[config.mk]
export PLATFORM = sky130hd
export DESIGN_NAME = frame_1110_tx
export DESIGN_NICKNAME = d
export VERILOG_FILES = /design/src/rtl/frame_1110_pkg.sv /design/src/rtl/frame_1110_tx_piso_shift.sv /design/src/rtl/frame_1110_tx.sv
export SDC_FILE = /design/constraint.sdc
export NUM_CORES = 1
export LEC_CHECK = 0
export ABC_AREA = 1
export BUFFER_PORTS_ARGS = -buffer_cell sky130_fd_sc_hd__buf_2
export CAP_MARGIN = 20
export CORE_UTILIZATION = 55
export CTS_BUF_LIST = sky130_fd_sc_hd__clkbuf_8
export DETAILED_ROUTE_END_ITERATION = 10
export HOLD_SLACK_MARGIN = 0.06
export PLACE_DENSITY = 0.88
export SLEW_MARGIN = 20
export SYNTH_ARGS = -nofsm -noshare
export SYNTH_HDL_FRONTEND = slang
export SYNTH_HIERARCHICAL = 1
export SYNTH_SLANG_ARGS = --single-unit
[constraint.sdc]
create_clock -name clk -period 2.05 [get_ports clk]
set_input_delay 0.1025 -clock clk [delete_from_list [all_inputs] [get_ports clk]]
set_output_delay 0.1025 -clock clk [all_outputs]
set_load 0.02 [all_outputs]
[src/rtl/frame_1110_pkg.sv]
// Shared definitions for the 1110-sync serial framing transmitter.
// State encoding, sync pattern and stuffing run length.
package frame_1110_pkg;

    typedef enum logic [2:0] {
        IDLE,
        SYNC,
        DATA,
        STUFF,
        GAP
    } state_t;

    localparam logic [3:0] SYNC_PATTERN = 4'b1110;
    localparam int         SYNC_LEN     = 4;
    localparam int         STUFF_RUN    = 2;

    // Sync bits go out MSB first, idx 0 is the first bit on the line.
    function automatic logic sync_bit(input logic [1:0] idx);
        return SYNC_PATTERN[2'(SYNC_LEN - 1) - idx];
    endfunction

endpackage

[src/rtl/frame_1110_tx_piso_shift.sv]
// Parallel-load, shift-left register; o_msb is the next payload bit to send.
// Load has priority over shift.
module piso_shift #(
    parameter int DATA_WIDTH = 32
) (
    input  logic                  clk,
    input  logic                  reset_n,
    input  logic                  i_load,
    input  logic                  i_shift,
    input  logic [DATA_WIDTH-1:0] i_data,
    output logic                  o_msb
);

    logic [DATA_WIDTH-1:0] r_shreg;

    always_ff @(posedge clk or negedge reset_n) begin
        if (!reset_n) begin
            r_shreg <= '0;
        end else if (i_load) begin
            r_shreg <= i_data;
        end else if (i_shift) begin
            r_shreg <= {r_shreg[DATA_WIDTH-2:0], 1'b0};
        end
    end

    assign o_msb = r_shreg[DATA_WIDTH-1];

endmodule

[src/rtl/frame_1110_tx.sv]
// Serial framer: sync 1110, zero-stuffed MSB-first payload (never 111), then an idle gap.
// State and d_out are aligned: each cycle d_out shows the bit belonging to the current state.
module frame_1110_tx
    import frame_1110_pkg::*;
#(
    parameter int DATA_WIDTH = 32,
    parameter int IDLE_GAP   = 2
) (
    input  logic                  clk,
    input  logic                  reset_n,
    input  logic [DATA_WIDTH-1:0] tx_data,
    input  logic                  tx_valid,
    output logic                  tx_ready,
    output logic                  d_out,
    output logic                  frame_active,
    output logic                  frame_done
);

    localparam int BCW = $clog2(DATA_WIDTH + 1);
    localparam int GCW = (IDLE_GAP > 1) ? $clog2(IDLE_GAP) : 1;
    localparam logic [BCW-1:0] LAST_BIT = BCW'(DATA_WIDTH);
    localparam logic [GCW-1:0] GAP_LAST = GCW'(IDLE_GAP - 1);

    state_t         r_state, w_state_nxt;
    logic [1:0]     r_sync_cnt, w_sync_cnt_nxt;
    logic [BCW-1:0] r_bit_cnt, w_bit_cnt_nxt, w_bit_inc;
    logic [1:0]     r_run_cnt, w_run_cnt_nxt;
    logic [GCW-1:0] r_gap_cnt, w_gap_cnt_nxt;
    logic           r_d_out, w_d_out_nxt;
    logic           r_frame_active, w_frame_active_nxt;
    logic           r_frame_done, w_frame_done_nxt;
    logic           w_load, w_shift, w_emit, w_msb;

    piso_shift #(
        .DATA_WIDTH (DATA_WIDTH)
    ) u_piso_shift (
        .clk     (clk),
        .reset_n (reset_n),
        .i_load  (w_load),
        .i_shift (w_shift),
        .i_data  (tx_data),
        .o_msb   (w_msb)
    );

    assign w_bit_inc = r_bit_cnt + 1'b1;

    always_comb begin
        w_state_nxt      = r_state;
        w_sync_cnt_nxt   = r_sync_cnt;
        w_bit_cnt_nxt    = r_bit_cnt;
        w_run_cnt_nxt    = r_run_cnt;
        w_gap_cnt_nxt    = r_gap_cnt;
        w_d_out_nxt      = 1'b0;
        w_frame_done_nxt = 1'b0;
        w_load           = 1'b0;
        w_shift          = 1'b0;
        w_emit           = 1'b0;

        case (r_state)
            IDLE: begin
                if (tx_valid) begin
                    w_state_nxt    = SYNC;
                    w_sync_cnt_nxt = '0;
                    w_run_cnt_nxt  = '0;
                    w_bit_cnt_nxt  = '0;
                    w_load         = 1'b1;
                    w_d_out_nxt    = sync_bit(2'd0);
                end
            end
            SYNC: begin
                if (r_sync_cnt == 2'(SYNC_LEN - 1)) begin
                    w_emit = 1'b1;
                end else begin
                    w_sync_cnt_nxt = r_sync_cnt + 2'd1;
                    w_d_out_nxt    = sync_bit(r_sync_cnt + 2'd1);
                end
            end
            DATA: begin
                // A stuff bit due after the last payload bit ends the frame.
                if (r_run_cnt == 2'(STUFF_RUN)) begin
                    w_state_nxt      = STUFF;
                    w_run_cnt_nxt    = '0;
                    w_frame_done_nxt = (r_bit_cnt == LAST_BIT);
                end else if (r_bit_cnt == LAST_BIT) begin
                    w_state_nxt   = GAP;
                    w_gap_cnt_nxt = '0;
                end else begin
                    w_emit = 1'b1;
                end
            end
            STUFF: begin
                if (r_bit_cnt == LAST_BIT) begin
                    w_state_nxt   = GAP;
                    w_gap_cnt_nxt = '0;
                end else begin
                    w_emit = 1'b1;
                end
            end
            GAP: begin
                if (r_gap_cnt == GAP_LAST) begin
                    w_state_nxt = IDLE;
                end else begin
                    w_gap_cnt_nxt = r_gap_cnt + 1'b1;
                end
            end
            default: begin
                w_state_nxt = IDLE;
            end
        endcase

        if (w_emit) begin
            w_state_nxt      = DATA;
            w_shift          = 1'b1;
            w_d_out_nxt      = w_msb;
            w_bit_cnt_nxt    = w_bit_inc;
            w_run_cnt_nxt    = w_msb ? (r_run_cnt + 2'd1) : 2'd0;
            w_frame_done_nxt = (w_bit_inc == LAST_BIT) &&
                               !(w_msb && (r_run_cnt == 2'(STUFF_RUN - 1)));
        end

        w_frame_active_nxt = (w_state_nxt == SYNC) || (w_state_nxt == DATA) ||
                             (w_state_nxt == STUFF);
    end

    always_ff @(posedge clk or negedge reset_n) begin
        if (!reset_n) begin
            r_state        <= IDLE;
            r_sync_cnt     <= '0;
            r_bit_cnt      <= '0;
            r_run_cnt      <= '0;
            r_gap_cnt      <= '0;
            r_d_out        <= 1'b0;
            r_frame_active <= 1'b0;
            r_frame_done   <= 1'b0;
        end else begin
            r_state        <= w_state_nxt;
            r_sync_cnt     <= w_sync_cnt_nxt;
            r_bit_cnt      <= w_bit_cnt_nxt;
            r_run_cnt      <= w_run_cnt_nxt;
            r_gap_cnt      <= w_gap_cnt_nxt;
            r_d_out        <= w_d_out_nxt;
            r_frame_active <= w_frame_active_nxt;
            r_frame_done   <= w_frame_done_nxt;
        end
    end

    assign tx_ready     = (r_state == IDLE);
    assign d_out        = r_d_out;
    assign frame_active = r_frame_active;
    assign frame_done   = r_frame_done;

endmodule
Word level (Yosys, flattened, before mapping)

Cells that the tools add are included.

Output and inout bits: 4
Bits in registers: 49
Input bits: 35
Logic and storage cells: 85

Equality and inequality tests: 17
Add/subtract/negate cells: 5
Reductions and logical operators: 16
Muxes and demuxes: 37
$lt $le $gt $ge: 1

Operators by type and width:

| operator                                                                     | count |
|---|---|
| 32-bit two-way mux                                                           | 2 |
| 6-bit two-way mux                                                            | 3 |
| 1-bit two-way mux                                                            | 15 |
| 3-bit two-way mux                                                            | 5 |
| 3-bit case mux with 5 select lines                                           | 1 |
| 3-bit by 2-bit equality test with 1-bit output, second input constant        | 4 |
| 6-bit equality test, second input constant                                   | 2 |
| 2-bit two-way mux                                                            | 5 |
| 2-bit case mux with 2 select lines                                           | 2 |
| 2-bit nonzero test                                                           | 4 |
| 6-bit by 1-bit adder with 6-bit output, second input constant                | 1 |
| 3-bit by 1-bit equality test with 1-bit output, second input constant        | 2 |
| 2-bit != test, second input constant                                         | 3 |
| 1-bit case mux with 3 select lines                                           | 2 |
| 3-bit AND reduction                                                          | 2 |
| 3-bit nonzero test                                                           | 2 |
| 2-bit by 1-bit adder with 2-bit output, second input constant                | 2 |
| 2-bit equality test, second input constant                                   | 2 |
| 2-bit AND reduction                                                          | 2 |
| 3-bit equality test, second input constant                                   | 1 |
| 3-bit zero test                                                              | 1 |
| 2-bit by 3-bit less-than comparator with 1-bit output, second input constant | 1 |
| 3-bit by 2-bit != test with 1-bit output, second input constant              | 1 |
| 3-bit != test, second input constant                                         | 1 |
| 8 further kinds                                                              | 10 |

Longest topological paths before layout

Gate-level depths: netlist of the first run.

Depth after elaboration: 8
Gate-level depth with buffers: 10
Gate-level depth less buffers: 9

Cells and area by module

The synthesis of the first run kept the hierarchy.

Modules (own cells, without submodules):

| module        | cells an instance | area each (um2) | times used |
|---|---|---|---|
| piso_shift    | 174               | 1478.9          | 1 |
| frame_1110_tx | 130               | 1026.0          | 1 |

Worst setup path before layout of the first run

OpenSTA, ideal clock, no wires.

Kind: reg2reg
Start: register r_state[0]
End: register u_piso_shift.r_shreg[30]
Data required time: 1.926 ns
Cell stages (with the launch flop): 11
Arrival time: 1.531 ns
Path slack: 0.395 ns
Clock period less this slack: 1.655 ns
Cells stage by stage: dfrtp_1 inv_1 nand2_2 nor2_2 nand2_2 inv_2 buf_6 inv_2 buf_2 nand3_1 nand3_1

Elaborated cells on any way between the ends: 9
Classes of those cells: 3 x eq/ne; 4 x mux; 2 x reduce/logical

RTL lines:

| what                                                            | RTL line                       | source |
|---|---|---|
| start: declaration                                              | frame_1110_tx.sv:24            | `state_t r_state, w_state_nxt;` |
| start signal: assignment                                        | frame_1110_tx.sv:136           | `r_state <= w_state_nxt;` |
| 3-bit zero test *                                               | n/a                            |  |
| via tx_ready                                                    | frame_1110_tx.sv:13            | `output logic tx_ready,` |
| 1-bit two-way mux *                                             | frame_1110_tx.sv:59            | `case (r_state)` |
| via w_load                                                      | frame_1110_tx.sv:32            | `logic w_load, w_shift, w_emit, w_msb;` |
| 32-bit two-way mux / 2-bit nonzero test (equally long branches) | n/a                            |  |
| end signal: assignment                                          | frame_1110_tx_piso_shift.sv:20 | `r_shreg <= i_data;` |
| end signal: assignment                                          | frame_1110_tx_piso_shift.sv:22 | `r_shreg <= {r_shreg[DATA_WIDTH-2:0], 1'b0};` |
| end: declaration                                                | frame_1110_tx_piso_shift.sv:14 | `logic [DATA_WIDTH-1:0] r_shreg;` |

The timed path passes the listed nets; every way through them passes the cells marked *.
A chain may end at the register's enable or synchronous reset.

Final worst setup path of the first run

Start: register r_bit_cnt[0]
End: register u_piso_shift.r_shreg[24]

Longest elaborated chain between the ends: 6

Ends and longest elaborated chain:

| what                                 | RTL line                                 | source |
|---|---|---|
| start: declaration                   | frame_1110_tx.sv:26                      | `logic [BCW-1:0] r_bit_cnt, w_bit_cnt_nxt, w_bit_inc;` |
| start signal: assignment             | frame_1110_tx.sv:138                     | `r_bit_cnt <= w_bit_cnt_nxt;` |
| 6-bit equality test *                | frame_1110_tx.sv:84, frame_1110_tx.sv:92 |  |
| 1-bit two-way mux *                  | frame_1110_tx.sv:84, frame_1110_tx.sv:92 |  |
| 1-bit two-way mux                    | frame_1110_tx.sv:80                      | `if (r_run_cnt == 2'(STUFF_RUN)) begin` |
| 1-bit case mux with 3 select lines * | frame_1110_tx.sv:59                      |  |
| 1-bit two-way mux *                  | frame_1110_tx.sv:111                     | `if (w_emit) begin` |
| 2-bit nonzero test (no line) *       | n/a                                      |  |

Mark *: on every way between the ends. The rest lies on a longest branch, timed or not.

==> run metrics, run 1 <==
total DRC errors in the routed layout=0; post-CTS setup buffer count=0; pin count of the biggest net entering global routing=33; Slowest cell on crit path=sky130_fd_sc_hd__dfrtp_1; final worst clock skew=0.005335 ns; Hold WS=0.1151 ns; fraction of layout cells with a size suffix above 1=0.1791; DIE AREA=4828 um^2; area taken by multi-input logic gates=1080 um^2; sequential area share after synthesis=0.4895; DIE WIDTH=69.49 um; chain of cells forming the critical path=inv_1 > ha_1 > nand3_1 > nand2_4 > nand2_4 > nor2_4 > buf_12 > nand2_1 > nand3_1; leading cell type in the layout, fill and taps excluded=sky130_fd_sc_hd__nand2_1; area of the placeable core=4354 um^2; hold path cells=3; syn_nets=345; worst slew slack as a fraction of its limit=0.5865; final-report max-slew violation count=0; Cell Area, Synth=about 2500 um^2; area delta synth->final=25.17%; net count of the finished layout=414; crit share post-route=0.8953; antenna violations before repair=0; antenna cell count=0; global routing usage summed across all routing layers=0.2390; Via density=5.265; number of instances in the synthesized netlist=304; drt initial violations=between 100 and 150; Placement Setup Slack=0.3053 ns; clock input transition at the sequential cells of the worst setup and hold paths=0.09 ns; number of cells after detailed placement=385; maximum buffer depth of the clock tree=2; sequential cell area in the final layout=1226 um^2; Peak Freq=544.9 MHz; overall via count from detail_route=2243; power density over the cells=1157 nW/um^2; Seq cells post-synth=49; number of cells in the finished layout apart from fillers=426; first-pass GRT wire length=9101 um; status=complete, no violations; number of warnings printed during yosys synthesis=6; critical path start-end classification=register to register; number of hold violations in the final report=0; most frequent cells in the layout=sky130_fd_sc_hd__nand2_1 (104), sky130_fd_sc_hd__nand3_1 (72), sky130_fd_sc_hd__dfrtp_1 (49); average footprint of a synthesized cell=8.240 um^2; via count of the first global-routing pass=2083; delay contributed by the slowest stage of the critical path=between 0.4 and 0.5 ns; H-tree levels=2; overall power after layout=approximately 3.6 mW; arrival time of the worst setup path=2.07 ns; unrepaired setup endpoints after global routing=false; CTS Root Buffer Type=sky130_fd_sc_hd__clkbuf_8; Final GP Congestion=0.7883; Max Cap Viol=0; CTS Buf Count=5; data required time at the worst endpoint=2.29 ns; register-to-register setup slack=0.21 ns; number of nets with antenna violations after detailed routing=0; cell row count=24; die height=69.49 um; per-cell routed wire length=12.74 um; HPWL after detailed placement=3285 um; worst reg2reg path depth=9; detailed-route wire length=5427 um; transition time of the tightest slew-check pin=0.6202 ns; Max VDD drop=554.2 uV; overflow left after global routing=0; clock insertion delay at the later pin of the skew report=0.30 ns; clock tree from TritonCTS=done; ports placed on the boundary=39; crit path max fanout=32; setup violators final=0; fill cell count=294; path type of the worst min-delay path=input pin to register; Period minus WS final=1.835 ns; count of distinct cell types in the synthesized netlist=22; Final WS setup=0.2146 ns; final-layout setup total negative slack=0 ns; Starting Density=0.5753; number of iterations in the first detailed-routing pass=5; CP endpoint kind=register; count of port buffers added during placement=38; critical path startpoint category=register; leakage dissipation=1.615 nW; sinks on the clock net=49
==> cell usage after synthesis, drive strengths merged <==
cell type / count / share of area
a21oi: 6 / 0.013
nand3b: 2 / 0.0060
inv: 21 / 0.031
nor3: 1 / 0.0065
o211ai: 2 / 0.0060
dfrtp: 49 / 0.49
nand4: 3 / 0.0075
o21ai: 2 / 0.0040
nand3: 74 / 0.15
ha: 6 / 0.030
o21bai: 2 / 0.0060
nand2: 110 / 0.17
buf: 14 / 0.048
nor2: 12 / 0.025
==> routing by layer <==
metal,GRT usage,vias to the layer above,part of all wire
met2,0.4013,62,0.50
li1,-,1121,-
met1,0.3002,1051,0.44
met4,0.07937,0,0.014
met5,0,-,0
met3,0.06250,9,0.042
==> cell families after synthesis <==
group	Yosys count	synth area share
compound gates	12	0.02947
fa+ha+maj	6	0.02997
buf+inv	35	0.07942
flops	49	0.4895
simple gates	202	0.3716
==> flip-flops by register name, summed over array words and instances, names as in the netlist <==
| register | cells |
|---|---|
| r_state | 3 |
| r_bit_cnt | 6 |
| r_sync_cnt | 2 |
| r_gap_cnt | 1 |
| d_out | 1 |
| u_piso_shift/r_shreg | 32 |
| r_run_cnt | 2 |
| frame_active | 1 |
| frame_done | 1 |
==> metrics by stage <==
| stage | instance area, um^2 | util |
|---|---|---|
| after CTS | 3136 | 0.7201 |
| after floorplan | 2505 | - |
| after detailed placement | 2715 | 0.6236 |
| final | 3136 | 0.7201 |
| after global placement | 2715 | 0.6236 |
| after global routing | 3136 | 0.7201 |
==> worst paths after layout <==
path / start / endpoint
worst max-delay path: r_bit_cnt[0]$_DFFE_PN0P_ / u_piso_shift/r_shreg[24]$_DFFE_PN0P_
worst min-delay path: tx_valid / d_out$_DFF_PN0_
worst max register to register: r_bit_cnt[0]$_DFFE_PN0P_ / u_piso_shift/r_shreg[24]$_DFFE_PN0P_
worst min register to register: u_piso_shift/r_shreg[11]$_DFFE_PN0P_ / u_piso_shift/r_shreg[11]$_DFFE_PN0P_
max in group asynchronous: reset_n / u_piso_shift/r_shreg[3]$_DFFE_PN0P_
min in group asynchronous: reset_n / u_piso_shift/r_shreg[16]$_DFFE_PN0P_
==> report_power, final <==
| part | leakage [nW] | switching [mW] | internal, mW |
|---|---|---|---|
| clock network | 0.0445 | 0.325 | 0.242 |
| registers | 0.629 | 0.248 | 1.32 |
| logic | 0.941 | 0.878 | 0.611 |
| total | 1.61 | 1.45 | 2.18 |
==> cell type report <==
cell class	count	share of cell area
flip-flops and latches	49	0.3911
inverters	21	0.02514
clock buffers	5	0.02195
well taps	52	0.02075
repair buffers	76	0.1899
multi-input cells	220	0.3444
clock inverters	3	0.006784
==> critical path, delay by kind of cell (launching register included) <==
family | cells | cell delay [ns]
fa+ha+maj | 1 | 0.15
flops | 1 | 0.44
simple gates | 6 | 0.87
buf+inv | 2 | 0.31
==> what timing repair did <==
action / 4_1_cts / 5_1_grt
hold endpoints to repair: 58 / 0
hold buffers: 33 / 0
resized for setup: 0 / 0
No activity file was read; power rests on OpenSTA's default activity.
==> run 2, diff against run 1 <==
Settings changed: CTS_BUF_LIST sky130_fd_sc_hd__clkbuf_8 to unset, MAX_ROUTING_LAYER set to met4, PLACE_DENSITY 0.88 to 0.87, SYNTH_HIERARCHICAL 1 to unset.
==> run 2 against run 1 <==
Global-route usage is 0.68 points higher. Critical endpoint is now frame_done$_DFF_PN0_. Setup slack worse by 0.036 ns. Cell count rose by 12%. Largest power group unchanged. Highest routed layer unchanged. Total power is 1.9% higher. Utilization is 6.5 points lower. Sequential share of layout area decreased by 0.26 points. Register-to-register slack worse by 0.04 ns. Largest cell class is now multi-input gates.
==> run metrics, run 2 <==
sinks on the clock net=49 (unchanged); launch point of the worst reg-to-reg path=r_run_cnt[0]$_DFFE_PN0P_ (was r_bit_cnt[0]$_DFFE_PN0P_); delay contributed by the slowest stage of the critical path=0.38 ns (was 0.44 ns); share of the synthesized area in the top cell type=0.4369 (was 0.4895); status=complete, no violations (unchanged); via count of the first global-routing pass=2368 (was 2083); mux share of post-synthesis cell area=0 (unchanged); Cell Area, Synth=2806 um^2 (was 2505 um^2); share of synthesized flip-flops with an asynchronous set or reset=1.000 (unchanged); global routing usage summed across all routing layers=0.2457 (was 0.2390); Slowest cell on crit path=sky130_fd_sc_hd__dfrtp_1 (unchanged); area delta synth->final=12.48% (was 25.17%); reported net switching power=1.451 mW (was 1.452 mW); cell with the most instances after synthesis=sky130_fd_sc_hd__nand2_1 (unchanged); antenna violations before repair=0 (unchanged); first-pass GRT wire length=9963 um (was 9101 um); number of warnings printed during yosys synthesis=0 (was 6); Max Cap Viol=0 (unchanged); commonest register cell after synthesis=sky130_fd_sc_hd__dfrtp_1 (unchanged); cell row count=25 (was 24); HPWL after detailed placement=3710 um (was 3285 um); Seq cells post-synth=49 (unchanged); fill cell count=419 (was 294); data required time at the worst endpoint=2.29 ns (about the same); CP delay by family, top=simple AND/OR/NAND/NOR gates (unchanged); number of nets with antenna violations after detailed routing=0 (unchanged); H-tree levels=2 (unchanged); transition time of the tightest slew-check pin=0.6841 ns (was 0.6202 ns); setup violators final=0 (unchanged); final non-filler cell area=3157 um^2 (was 3136 um^2); number of logic stages on the critical path including buffering=12 (was 9); total DRC errors in the routed layout=0 (unchanged); switching power share of the total=0.3923 (was 0.4002); number of iterations in the first detailed-routing pass=4 (was 5); path type of the worst min-delay path=input pin to register (unchanged); clock insertion delay at the later pin of the skew report=0.31 ns (was 0.30 ns); largest registers=u_piso_shift.r_shreg x32, r_bit_cnt x6, r_state x3 (was u_piso_shift/r_shreg x32, r_bit_cnt x6, r_state x3); per-cell routed wire length=11.95 um (was 12.74 um); count of distinct cell types in the synthesized netlist=25 (was 22); overall power after layout=3.698 mW (was 3.628 mW); chain of cells forming the critical path=inv_1 > ha_1 > inv_2 > nor2_1 > nor2_1 > nand2_2 > nand2_2 > buf_8 > inv_1 > nor2_1 > nand2_1 > nand2_1 (was inv_1 > ha_1 > nand3_1 > nand2_4 > nand2_4 > nor2_4 > buf_12 > nand2_1 > nand3_1); xor-xnor portion of the synthesized cell area=0.003121 (was 0); beginning of the worst hold path=tx_data[19] (was tx_valid); Most flops, register=u_piso_shift.r_shreg (was u_piso_shift/r_shreg); CP endpoint kind=register (unchanged); area of the placeable core=4817 um^2 (was 4354 um^2); final-layout setup total negative slack=0 ns (unchanged); critical path start-end classification=register to register (unchanged); FF-to-FF End=frame_done$_DFF_PN0_ (was u_piso_shift/r_shreg[24]$_DFFE_PN0P_); worst reg2reg path depth=12 (was 9); unrepaired setup endpoints after global routing=true (was false); main combinational cell family by area after synthesis=simple AND/OR/NAND/NOR gates (unchanged); cell area after placement=3005 um^2 (was 2715 um^2); count of port buffers added during placement=38 (unchanged); most frequent cells in the layout=sky130_fd_sc_hd__nand2_1 (112), sky130_fd_sc_hd__o21ai_0 (66), sky130_fd_sc_hd__inv_1 (49), sky130_fd_sc_hd__dfrtp_1 (49), sky130_fd_sc_hd__buf_2 (38) (was sky130_fd_sc_hd__nand2_1 (104), sky130_fd_sc_hd__nand3_1 (72), sky130_fd_sc_hd__dfrtp_1 (49)); combinational share of power=0.370 (was 0.410); cell types with the highest counts after synthesis=sky130_fd_sc_hd__nand2_1 (112), sky130_fd_sc_hd__o21ai_0 (66), sky130_fd_sc_hd__dfrtp_1 (49), sky130_fd_sc_hd__inv_1 (49), sky130_fd_sc_hd__nand2_2 (24) (was sky130_fd_sc_hd__nand2_1 (104), sky130_fd_sc_hd__nand3_1 (72), sky130_fd_sc_hd__dfrtp_1 (49)); average footprint of a synthesized cell=7.524 um^2 (was 8.240 um^2); sequential area share after synthesis=0.4369 (was 0.4895); area share of and/or/nand/nor cells after synthesis=0.2769 (was 0.3716); CTS Buf Count=5 (unchanged); compound-gate portion of the synthesized area=0.1346 (was 0.02947); Bufs and invs on worst path=4 (was 2); fraction of layout cells with a size suffix above 1=0.2190 (was 0.1791); portion of total power attributed to sequential cells=0.440 (was 0.433); post-route core utilization=0.6553 (was 0.7201); hold path cells=5 (was 3); net count of the finished layout=451 (was 414); DIE AREA=5392 um^2 (was 4828 um^2); ports placed on the boundary=39 (unchanged); Starting Density=0.5826 (was 0.5753); power density over the cells=1171 nW/um^2 (was 1157 nW/um^2); detailed-route wire length=5714 um (was 5427 um); drt initial violations=181 (was 134); leakage dissipation=1.790 nW (was 1.615 nW); worst-case hold path end point=u_piso_shift.r_shreg[19]$_DFFE_PN0P_ (was d_out$_DFF_PN0_); overflow left after global routing=0 (unchanged); internal power summed over all cells=2.247 mW (was 2.176 mW); register-to-register setup slack=0.18 ns (was 0.21 ns); arrival time of the worst setup path=2.11 ns (was 2.07 ns); overall via count from detail_route=2451 (was 2243); Peak Freq=534.3 MHz (was 544.9 MHz); number of hold violations in the final report=0 (unchanged); crit path max fanout=37 (was 32); DIE WIDTH=73.43 um (was 69.49 um); flip-flop count of the largest register after layout=32 (unchanged); number of instances in the synthesized netlist=373 (was 304); clock input transition at the sequential cells of the worst setup and hold paths=0.10 ns (was 0.09 ns); CTS Root Buffer Type=sky130_fd_sc_hd__clkbuf_8 (unchanged); maximum buffer depth of the clock tree=2 (unchanged); Via density=5.128 (was 5.265); Final GP Congestion=0.8517 (was 0.7883); crit share post-route=0.9129 (was 0.8953); leading cell type in the layout, fill and taps excluded=sky130_fd_sc_hd__nand2_1 (unchanged); synthesized-area fraction occupied by adder cells=0.02675 (was 0.02997); antenna cell count=0 (unchanged); Period minus WS final=1.872 ns (was 1.835 ns); power share of the clock group=0.190 (was 0.156); syn_nets=414 (was 345); critical path startpoint category=register (unchanged); Area contributors post-synth=sky130_fd_sc_hd__dfrtp_1 (44%), sky130_fd_sc_hd__nand2_1 (15%), sky130_fd_sc_hd__o21ai_0 (12%) (was sky130_fd_sc_hd__dfrtp_1 (49%), sky130_fd_sc_hd__nand2_1 (16%), sky130_fd_sc_hd__nand3_1 (14%)); final-report max-slew violation count=0 (unchanged); Max VDD drop=636.9 uV (was 554.2 uV); clock tree from TritonCTS=done (unchanged); final worst clock skew=0.01081 ns (was 0.005335 ns); dominant cell type by area after synthesis=sky130_fd_sc_hd__dfrtp_1 (unchanged); number of synthesized flops with an enable pin=0 (unchanged); Final WS setup=0.1785 ns (was 0.2146 ns); pin count of the biggest net entering global routing=67 (was 33); worst slew slack as a fraction of its limit=0.5428 (was 0.5865); Placement Setup Slack=-0.04807 ns (was 0.3053 ns); die height=73.43 um (was 69.49 um); crit-path most repeated cell=sky130_fd_sc_hd__nor2_1
run 2: cell count changes in the layout (fill, tap and decap cells not counted), moves of 4 or more:
| cell | before | now |
|---|---|---|
| sky130_fd_sc_hd__o21ai_1 | 0 | 4 |
| sky130_fd_sc_hd__buf_4 | 2 | 7 |
| sky130_fd_sc_hd__o21ai_0 | 2 | 66 |
| sky130_fd_sc_hd__nand2_2 | 4 | 24 |
| sky130_fd_sc_hd__inv_1 | 18 | 49 |
| sky130_fd_sc_hd__dlygate4sd3_1 | 33 | 2 |
| sky130_fd_sc_hd__nand3_1 | 72 | 9 |
| sky130_fd_sc_hd__nand2_1 | 104 | 112 |
run 2: power by group through the flow:
stage / Clock (mW) / Combinational (mW) / Sequential (mW)
6_report: 0.703 / 1.37 / 1.63
5_1_grt: 0.748 / 1.60 / 1.67
3_5_place_dp: 0 / 1.33 / 1.63
2_1_floorplan: 0 / 1.07 / 1.61
4_1_cts: 0.718 / 1.36 / 1.62
3_3_place_gp: 0 / 1.26 / 1.62
run 2: how the worst max path moves through the flow:
stage,slack [ns],end,start
final,0.18,frame_done$_DFF_PN0_,r_run_cnt[0]$_DFFE_PN0P_
after global routing,-0.02,r_bit_cnt[2]$_DFFE_PN0P_,r_run_cnt[0]$_DFFE_PN0P_
after CTS,0.02,frame_done$_DFF_PN0_,r_run_cnt[0]$_DFFE_PN0P_
after detailed placement,-0.05,r_bit_cnt[4]$_DFFE_PN0P_,r_run_cnt[0]$_DFFE_PN0P_
after global placement,0.03,u_piso_shift.r_shreg[18]$_DFFE_PN0P_,r_run_cnt[0]$_DFFE_PN0P_
after floorplan,0.43,u_piso_shift.r_shreg[1]$_DFFE_PN0P_,r_bit_cnt[0]$_DFFE_PN0P_
run 2: final cells by class:
type	count	area [um^2]	area share
clock buffer	5	68.82	0.02180
inverter	55	206.4	0.06540
timing repair buffer	48	277.8	0.08799
tap	67	83.83	0.02656
clock inverter	3	43.79	0.01387
sequential	49	1226	0.3884
multi-input combinational	251	1250	0.3960
run 2: worst min-delay path, cell delays in order:
cell and delay [ns]:
sky130_fd_sc_hd__buf_2 0.09, sky130_fd_sc_hd__inv_1 0.04, sky130_fd_sc_hd__o21ai_0 0.07, sky130_fd_sc_hd__o21ai_0 0.07, sky130_fd_sc_hd__nand2_1 0.05
run 2: metrics by stage:
| stage | hold WS [ns] | instances |
|---|---|---|
| floorplan | -0.1931 | 373 |
| detailed placement | 0.1607 | 467 |
| finish | 0.1374 | 478 |
| global placement | 0.1548 | 467 |
| CTS | 0.1380 | 478 |
| global route | 0.1607 | 478 |
run 2: what timing repair did:
item                                    in CTS  in global routing
gates cloned                                 1                  0
buffers inserted                             0                  0
hold endpoints to repair                    27                  0
endpoints found under the setup margin      20                  9
hold buffers                                 2                  0
gates resized for setup                      1                  2
run 2: kinds of logic (layout without fill, tap and decap cells):
group / count (synthesis) / after routing
buf+inv: 74 / 111
compound gates: 75 / 75
fa+ha+maj: 6 / 6
flops: 49 / 49
xor+xnor: 1 / 1
simple gates: 168 / 169
run 2: layer usage:
metal	up-vias	wire, um	share of wire	track usage
li1	1228	-	-	-
met1	1136	2524	0.44	0.3054
met2	80	2829	0.50	0.4105
met3	7	312	0.055	0.04115
met4	0	46	0.0081	0.07906
met5	-	0	0	-
==> run 3, diff against run 2 <==
Settings changed: PLACE_DENSITY 0.87 to 0.88, SYNTH_HIERARCHICAL set to 1.
==> run 3 against run 2 <==
Die area fell by 10%. Flip-flop and latch count unchanged. Sequential power shrank 4%. Worst hold slack lost 0.023 ns. Maximum frequency increased by 2.2%. Total power is 2.1% lower. First-iteration DRC count down 15%. Register-to-register slack improved by 0.04 ns. Critical path depth shrank 3. Setup slack better by 0.041 ns. Global-route usage hardly changed. Utilization up 6.5 points. Largest cell class is now flip-flops and latches.
==> run metrics, run 3 (synthesis results as in run 1) <==
Via density=5.296 (was 5.128); clock tree from TritonCTS=done (unchanged); Max VDD drop=553.6 uV (was 636.9 uV); post-route core utilization=0.7201 (was 0.6553); detailed-route wire length=5400 um (was 5714 um); net count of the finished layout=414 (was 451); Most flops, register=u_piso_shift/r_shreg (was u_piso_shift.r_shreg); beginning of the worst hold path=tx_valid (was tx_data[19]); leading cell type in the layout, fill and taps excluded=sky130_fd_sc_hd__nand2_1 (unchanged); arrival time of the worst setup path=2.07 ns (was 2.11 ns); final-layout setup total negative slack=0 ns (unchanged); DIE AREA=4828 um^2 (was 5392 um^2); most frequent cells in the layout=sky130_fd_sc_hd__nand2_1 (104), sky130_fd_sc_hd__nand3_1 (72), sky130_fd_sc_hd__dfrtp_1 (49) (was sky130_fd_sc_hd__nand2_1 (112), sky130_fd_sc_hd__o21ai_0 (66), sky130_fd_sc_hd__inv_1 (49), sky130_fd_sc_hd__dfrtp_1 (49), sky130_fd_sc_hd__buf_2 (38)); clock input transition at the sequential cells of the worst setup and hold paths=0.09 ns (was 0.10 ns); FF-to-FF End=u_piso_shift/r_shreg[24]$_DFFE_PN0P_ (was frame_done$_DFF_PN0_); first-pass GRT wire length=9108 um (was 9963 um); post-CTS setup buffer count=0 (unchanged); Final GP Congestion=0.7993 (was 0.8517); register-to-register setup slack=0.22 ns (was 0.18 ns); Crit. Startpoint=r_bit_cnt[0]$_DFFE_PN0P_ (was r_run_cnt[0]$_DFFE_PN0P_); GRT met1 Usage=0.3002 (was 0.3054); setup violators final=0 (unchanged); critical path startpoint category=register (unchanged); via count of the first global-routing pass=2082 (was 2368); CTS Buf Count=5 (unchanged); leakage dissipation=1.615 nW (was 1.790 nW); CP endpoint kind=register (unchanged); CTS Root Buffer Type=sky130_fd_sc_hd__clkbuf_8 (unchanged); path type of the worst min-delay path=input pin to register (unchanged); count of cells resized by post-cts repair=0 (was 1); clock insertion delay at the later pin of the skew report=0.30 ns (was 0.31 ns); GR met2 Demand/Resource=0.4013 (was 0.4105); HPWL after detailed placement=3285 um (was 3710 um); met3 Resource Use GR=0.06250 (was 0.04115); crit path max fanout=32 (was 37); status=complete, no violations (unchanged); global routing usage summed across all routing layers=0.2459 (was 0.2457); area of the placeable core=4354 um^2 (was 4817 um^2); Peak Freq=546.2 MHz (was 534.3 MHz); largest registers=u_piso_shift/r_shreg x32, r_bit_cnt x6, r_state x3 (was u_piso_shift.r_shreg x32, r_bit_cnt x6, r_state x3); fraction of layout cells with a size suffix above 1=0.1791 (was 0.2190); drt initial violations=154 (was 181); final-report max-slew violation count=0 (unchanged); count of port buffers added during placement=38 (unchanged); power density over the cells=1155 nW/um^2 (was 1171 nW/um^2); number of nets with antenna violations after detailed routing=0 (unchanged); final worst clock skew=0.004989 ns (was 0.01081 ns); overall via count from detail_route=2256 (was 2451); total DRC errors in the routed layout=0 (unchanged); Max Cap Viol=0 (unchanged); pin count of the biggest net entering global routing=33 (was 67); last element of the critical path=u_piso_shift/r_shreg[24]$_DFFE_PN0P_ (was frame_done$_DFF_PN0_); unrepaired setup endpoints after global routing=false (was true); global routing's busiest layer=met2 (unchanged); crit share post-route=0.8931 (was 0.9129); antenna cell count=0 (unchanged); ports placed on the boundary=39 (unchanged); per-cell routed wire length=12.68 um (was 11.95 um); data required time at the worst endpoint=2.28 ns (was 2.29 ns); worst slew slack as a fraction of its limit=0.5893 (was 0.5428); critical path start-end classification=register to register (unchanged); sinks on the clock net=49 (unchanged); number of hold violations in the final report=0 (unchanged); maximum buffer depth of the clock tree=2 (unchanged); number of iterations in the first detailed-routing pass=7 (was 4); flip-flop count of the largest register after layout=32 (unchanged); cell row count=24 (was 25); transition time of the tightest slew-check pin=0.6160 ns (was 0.6841 ns); worst reg2reg path depth=9 (was 12); Hold WS=0.1146 ns (was 0.1374 ns); Period minus WS final=1.831 ns (was 1.872 ns); DIE WIDTH=69.49 um (was 73.43 um); die height=69.49 um (was 73.43 um); Starting Density=0.5753 (was 0.5826); area delta synth->final=25.17% (was 12.48%); launch point of the worst reg-to-reg path=r_bit_cnt[0]$_DFFE_PN0P_ (was r_run_cnt[0]$_DFFE_PN0P_); antenna violations before repair=0 (unchanged); overflow left after global routing=0 (unchanged); H-tree levels=2 (unchanged)
==> run 3: cell types whose count changed in the layout (fill, tap and decap cells not counted), moves of 4 or more <==
cell / delta
sky130_fd_sc_hd__o21ai_0: -64
sky130_fd_sc_hd__nand3_1: +63
sky130_fd_sc_hd__o21ai_1: -4
sky130_fd_sc_hd__nand2_1: -8
sky130_fd_sc_hd__buf_4: -5
sky130_fd_sc_hd__dlygate4sd3_1: +31
sky130_fd_sc_hd__inv_1: -31
sky130_fd_sc_hd__nand2_2: -20
==> run 3: where the power goes <==
part	switching (mW)	internal, mW	total (mW)
clock network	0.325	0.242	0.567
logic	0.874	0.611	1.48
registers	0.247	1.32	1.57
==> run 3: critical path, cell delays in order (launching register included) <==
cell and delay [ns]:
sky130_fd_sc_hd__dfrtp_1 0.44, sky130_fd_sc_hd__inv_1 0.12, sky130_fd_sc_hd__ha_1 0.15, sky130_fd_sc_hd__nand3_1 0.18
sky130_fd_sc_hd__nand2_4 0.15, sky130_fd_sc_hd__nand2_4 0.18, sky130_fd_sc_hd__nor2_4 0.15, sky130_fd_sc_hd__buf_12 0.19
sky130_fd_sc_hd__nand2_1 0.10, sky130_fd_sc_hd__nand3_1 0.10
==> run 3: layer usage <==
layer / part of all wire / wire length [um] / up-vias
met5: 0 / 0 / -
met4: 0.014 / 73 / 0
met3: 0.050 / 272 / 9
met2: 0.50 / 2719 / 75
met1: 0.43 / 2335 / 1051
li1: - / - / 1121
==> run 3: layout make-up <==
type                       count  area (um^2)
tap                           52        65.06
multi-input combinational    220         1080
sequential                    49         1226
fill                         294         1219
inverter                      21        78.83
timing repair buffer          76        595.6
clock inverter                 3        21.27
clock buffer                   5        68.82
==> run 3: how the worst min path moves through the flow <==
stage | end | slack (ns) | cells after the start
3_5_place_dp | u_piso_shift/r_shreg[16]$_DFFE_PN0P_ | 0.16 | 1
5_1_grt | d_out$_DFF_PN0_ | 0.13 | 3
4_1_cts | d_out$_DFF_PN0_ | 0.11 | 3
6_report | d_out$_DFF_PN0_ | 0.11 | 3
2_1_floorplan | d_out$_DFF_PN0_ | -0.19 | 0
3_3_place_gp | u_piso_shift/r_shreg[16]$_DFFE_PN0P_ | 0.15 | 1
==> run 3: metrics by stage <==
stage               cell area [um^2]  worst slack, ns  instances  total power, mW
finish                          3136           0.2191        426            3.622
CTS                             3136           0.2902        426            3.627
floorplan                       2505           0.3950        304            2.726
global route                    3136          0.09813        426            3.909
global placement                2715           0.3615        385            2.937
detailed placement              2715           0.3053        385            3.003
==> run 3: repair_timing <==
item,4_1_cts,5_1_grt
hold endpoints to repair,58,0
endpoints found under the setup margin,0,0
hold buffers,33,0
